--- src/rtl/m6809_fetch_dispatch.sv ---
// m6809_fetch_dispatch: opcode fetch and dispatch sequencer.
// Fetches from synchronous RAM, hands register moves to regmove.
module m6809_fetch_dispatch #(
    parameter int WAIT_TIMEOUT = 64,
    parameter int CNT_W        = 16
) (
    input  logic             clk,
    input  logic             reg_reset,
    input  logic             run,
    output logic [15:0]      addr,
    output logic             data_rw_n,
    output logic             bus_oe,
    input  logic [7:0]       din,
    input  logic [15:0]      pc_in,
    output logic [15:0]      pc_out,
    output logic             pc_out_en,
    output logic [7:0]       ir_out,
    output logic             start,
    input  logic             exec_done,
    output logic             illegal,
    output logic             fault,
    output logic [CNT_W-1:0] instr_count,
    output logic             busy
);

    typedef enum logic [2:0] {
        S_IDLE,
        S_FETCH,
        S_OPC,
        S_DISP,
        S_WAIT
    } state_t;

    localparam logic [7:0] W_LAST = 8'(WAIT_TIMEOUT - 1);

    state_t           r_state;
    state_t           w_next;
    logic [15:0]      r_addr;
    logic [15:0]      r_pc;
    logic [7:0]       r_ir;
    logic [7:0]       r_wcnt;
    logic             r_fault;
    logic [CNT_W-1:0] r_cnt;
    logic [15:0]      w_pc_inc;
    logic             w_is_move;
    logic             w_is_nop;
    logic             w_timeout;
    logic             w_retire;
    logic             w_fault_set;

    assign w_pc_inc    = pc_in + 16'd1;
    assign w_is_nop    = (r_ir == 8'h12);
    assign w_timeout   = (r_wcnt == W_LAST);
    assign addr        = (r_state == S_FETCH) ? pc_in : r_addr;
    assign pc_out      = pc_out_en ? w_pc_inc : r_pc;
    assign data_rw_n   = 1'b1;
    assign ir_out      = r_ir;
    assign fault       = r_fault;
    assign instr_count = r_cnt;
    assign busy        = (r_state != S_IDLE);

    // Opcodes handed to the register-move execution unit
    always_comb begin
        w_is_move = 1'b0;
        case (r_ir)
            8'h34, 8'h35, 8'h36,
            8'h37, 8'h1E, 8'h1F: w_is_move = 1'b1;
            default:             w_is_move = 1'b0;
        endcase
    end

    // Next-state and per-state strobes
    always_comb begin
        w_next      = r_state;
        bus_oe      = 1'b0;
        pc_out_en   = 1'b0;
        start       = 1'b0;
        illegal     = 1'b0;
        w_retire    = 1'b0;
        w_fault_set = 1'b0;
        unique case (r_state)
            S_IDLE: begin
                if (run && !r_fault) w_next = S_FETCH;
            end
            S_FETCH: begin
                bus_oe = 1'b1;
                w_next = S_OPC;
            end
            S_OPC: begin
                bus_oe    = 1'b1;
                pc_out_en = 1'b1;
                w_next    = S_DISP;
            end
            S_DISP: begin
                if (w_is_move) begin
                    start  = 1'b1;
                    w_next = S_WAIT;
                end else begin
                    w_retire = w_is_nop;
                    illegal  = !w_is_nop;
                    w_next   = run ? S_FETCH : S_IDLE;
                end
            end
            S_WAIT: begin
                if (exec_done) begin
                    w_retire = 1'b1;
                    w_next   = run ? S_FETCH : S_IDLE;
                end else if (w_timeout) begin
                    w_fault_set = 1'b1;
                    w_next      = S_IDLE;
                end
            end
            default: w_next = S_IDLE;
        endcase
    end

    // State register
    always_ff @(posedge clk or posedge reg_reset) begin
        if (reg_reset) r_state <= S_IDLE;
        else           r_state <= w_next;
    end

    // Address hold, PC, IR, watchdog, fault and retire counter
    always_ff @(posedge clk or posedge reg_reset) begin
        if (reg_reset) begin
            r_addr  <= '0;
            r_pc    <= '0;
            r_ir    <= '0;
            r_wcnt  <= '0;
            r_fault <= 1'b0;
            r_cnt   <= '0;
        end else begin
            if (r_state == S_FETCH) r_addr <= pc_in;
            if (r_state == S_OPC) begin
                r_pc <= w_pc_inc;
                r_ir <= din;
            end
            if (start)                     r_wcnt <= '0;
            else if (r_state == S_WAIT)    r_wcnt <= r_wcnt + 8'd1;
            if (w_fault_set)               r_fault <= 1'b1;
            if (w_retire)                  r_cnt <= r_cnt + CNT_W'(1);
        end
    end

endmodule

--- config.mk ---
export PLATFORM = sky130hd
export DESIGN_NAME = m6809_fetch_dispatch
export DESIGN_NICKNAME = d
export VERILOG_FILES = /design/src/rtl/m6809_fetch_dispatch.sv
export SDC_FILE = /design/constraint.sdc
export NUM_CORES = 1
export LEC_CHECK = 0
export BUFFER_PORTS_ARGS = -buffer_cell sky130_fd_sc_hd__buf_2
export CORE_MARGIN = 2
export CORE_UTILIZATION = 51
export CTS_BUF_LIST = sky130_fd_sc_hd__clkbuf_16
export DETAILED_ROUTE_END_ITERATION = 8
export PLACE_DENSITY = 0.85
export SYNTH_ARGS = -nofsm -noshare
export SYNTH_HDL_FRONTEND = slang
export SYNTH_SLANG_ARGS = --single-unit
--- constraint.sdc ---
create_clock -name clk -period 2.96 [get_ports clk]
set_clock_uncertainty 0.1 [all_clocks]
set_input_delay 0.444 -clock clk [delete_from_list [all_inputs] [get_ports clk]]
set_output_delay 0.444 -clock clk [all_outputs]
set_load 0.005 [all_outputs]
==> results.md <==
* Status: finished, final reports clean
* Endpoints failing hold at 0
* ANT cells at 0
* Post-CTS Setup Repair Bufs at 0
* Critical path's largest stage delay at roughly 480 ps
* Drt via density at between 5 and 6
* RSZ-0062 raised after global routing: no
* Initial antenna violation count at 0
* Worst path arrival time at around 2100 ps
* Yosys warns at 0
* Vias in the first global route at 2329
* Core area at around 0.0059 mm2
* Most frequent cells in the layout: buf_2 (89), dfrtp_1 (68), nor2_1 (31)
* Tcrit/Tclk final at about nine tenths
* Post-cts sizing count at 0
* Dpl hpwl at about 4700 um
* Startpoint types: input pin
* Global route overflow at 0
* Routed len/inst at approximately 14 um
* Slowest CP cell: nor3_1
* Crit-path cells: buf_2 -> ha_1 -> nand4_1 -> nor3_1 -> nand2_1 -> xor2_1 -> a21oi_1 -> buf_2
* Vias at between 2000 and 2500
* Die X at roughly 80 um
* Initial Utilization at a little over half
* Synthesized area at between 0.003 and 0.004 mm2
* Clk_lat worst skew at 320 ps
* Nets@finish at between 400 and 500
* Setup TNS at 0 ps
* Hold Path Class: input pin to asynchronous set/reset pin
* Synth Instances at between 200 and 300
* Critical Path End Type: output pin
* Synthesized Nets at around 310
* CTS tree: built
* Setup ws final at 335 ps
* Post-DP Area at ~0.0037 mm2
* Routability cong. at ~0.77
* CP top delay family: simple AND/OR/NAND/NOR gates
* First-pass detailed-route iteration total at 4
* Antenna-violating nets left at 0
* Maxcap violations at 0
* First-pass GRT wire length at roughly 10000 um
* Required @ worst endpoint at roughly 2400 ps
* Critical Path Start: pc_in[0]
* GRT Util Overall at 20.2%
* Period minus WS final at 2630 ps
* Clock Sinks at 68
* Slew HR at 54.4%
* Reg clk slew, reported paths at ~50 ps
* Die Y at about 82 um
* Final setup violation count at 0
* Fin. max-slew vios at 0
* Ports at 91
* Worst-path fanout max at 4
* Post-synthesis cell type count at 39
* #FFs+latches synth at 68
* Actual slew at the worst max-slew pin at approximately 680 ps
* Clock root cell: clkbuf_16
* VDD IR-drop max at between 0.3 and 0.4 mV
* Post-route DRC at 0
* Iteration-0 DRC Markers at around 150
* Final instance area at ~0.004 mm2
* PwrDens at around 500 mW/mm2
* FF-to-FF Start: ir_out[7]
* Pin count of the biggest net entering global routing at 38
* Largest buffer count on any clock path at 2
* Sequential area share after synthesis at approximately 55%
* Most used cell, CP: buf_2
* Avg Cell Area, Syn at approximately 11 um2
* Cts hold-fix bufs at 0
* I/O Buffers at just under 90
* Most common cell after layout, fill and taps aside: buf_2
* CTS H-Tree Depth at 3
* Setup CP Type: input pin to output pin
* DP Worst Slack at approximately 340 ps
* Num CTS Buffers at 9
* Area delta synth->final at 26.7%
* Fmax at between 0.3 and 0.4 GHz
* Pleak at approximately 2.0 nW
* Die area at 0.00674 mm2
* Row count at 28
* CP bufs+invs at 2
* Pwr Total at about 2.0 mW
* Layout cell share with drive strength beyond 1 at between 30% and 40%
* Post-Route WL at around 6500 um
## state kept, by name (all words and copies together), names as in the netlist
| signal | cells |
|---|---|
| r_state | 3 |
| r_pc | 16 |
| instr_count | 16 |
| r_addr | 16 |
| fault | 1 |
| ir_out | 8 |
| r_wcnt | 8 |
## layer usage
metal | vias to the layer above | share of wire, % | GRT usage [%]
met1 | 1155 | 41 | 23.5
met5 | - | 0 | 0
li1 | 1138 | - | -
met2 | 78 | 50 | 34.1
met3 | 14 | 6.8 | 6.30
met4 | 0 | 1.9 | 9.17
## synth_stat cells (all sizes together)
cell     count  area (um2)
a211oi       1        7.51
a21o         1        7.51
a21oi       17        85.1
a22o         1        10.0
and2         1        6.26
and2b        1        8.76
and3         7        48.8
and4bb       1        12.5
buf          6        35.0
clkbuf       2        7.51
conb         1        3.75
dfrtp       68        1700
ha           3        37.5
inv          6        22.5
mux2        25         282
mux2i        2        20.0
nand2       17        63.8
nand2b       2        12.5
nand3       14        70.1
nand3b       3        22.5
nand4        9        56.3
nor2        31         116
nor2b        1        6.26
nor3         6        35.0
nor3b        4        46.3
nor4b        1        8.76
o2111ai      1        8.76
o21ai        4        20.0
or2          3        18.8
or3          2        13.8
or3b         1        8.76
xnor2       22         193
xor2        13         114
## layout make-up
type | count | area [um2]
clock buffers | 9 | 225
clock inverters | 5 | 46.3
fillers | 447 | 1980
inverters | 6 | 22.5
multi-input cells | 195 | 1350
flip-flops and latches | 68 | 1700
well taps | 75 | 93.8
repair buffers | 93 | 500
## worst paths after layout
check,to,slack (ps),cells past startpoint
worst max-delay path,pc_out[14],330,8
worst min-delay path,ir_out[1],120,2
worst max register to register,instr_count[12],1040,5
worst min register to register,fault,390,2
max in group asynchronous,r_addr[0],2010,3
min in group clk,ir_out[5],230,3
## metrics by stage
stage / instances / hold WS [ps] / utilization, %
final: 451 / 120 / 66.5
after global placement: 437 / 354 / 62.0
after detailed placement: 437 / 379 / 62.0
after floorplan: 277 / 365 / -
after CTS: 451 / 146 / 66.5
after global routing: 451 / 200 / 66.5
## power breakdown
part	internal, mW	switching, mW
logic	0.0250	0.0422
registers	0.931	0
clock network	0.631	0.359
total	1.59	0.401
## logic make-up (layout without fill, tap and decap cells)
family,count (synthesis),in the layout,share of synthesized area [%]
flops,68,68,54.7
simple gates,104,104,17.9
compound gates,25,25,4.47
other cells,1,1,0.121
xor+xnor,35,35,9.86
mux,27,27,9.69
fa+ha+maj,3,3,1.21
buf+inv,14,113,2.09
Power figures use the tool's default switching activity.
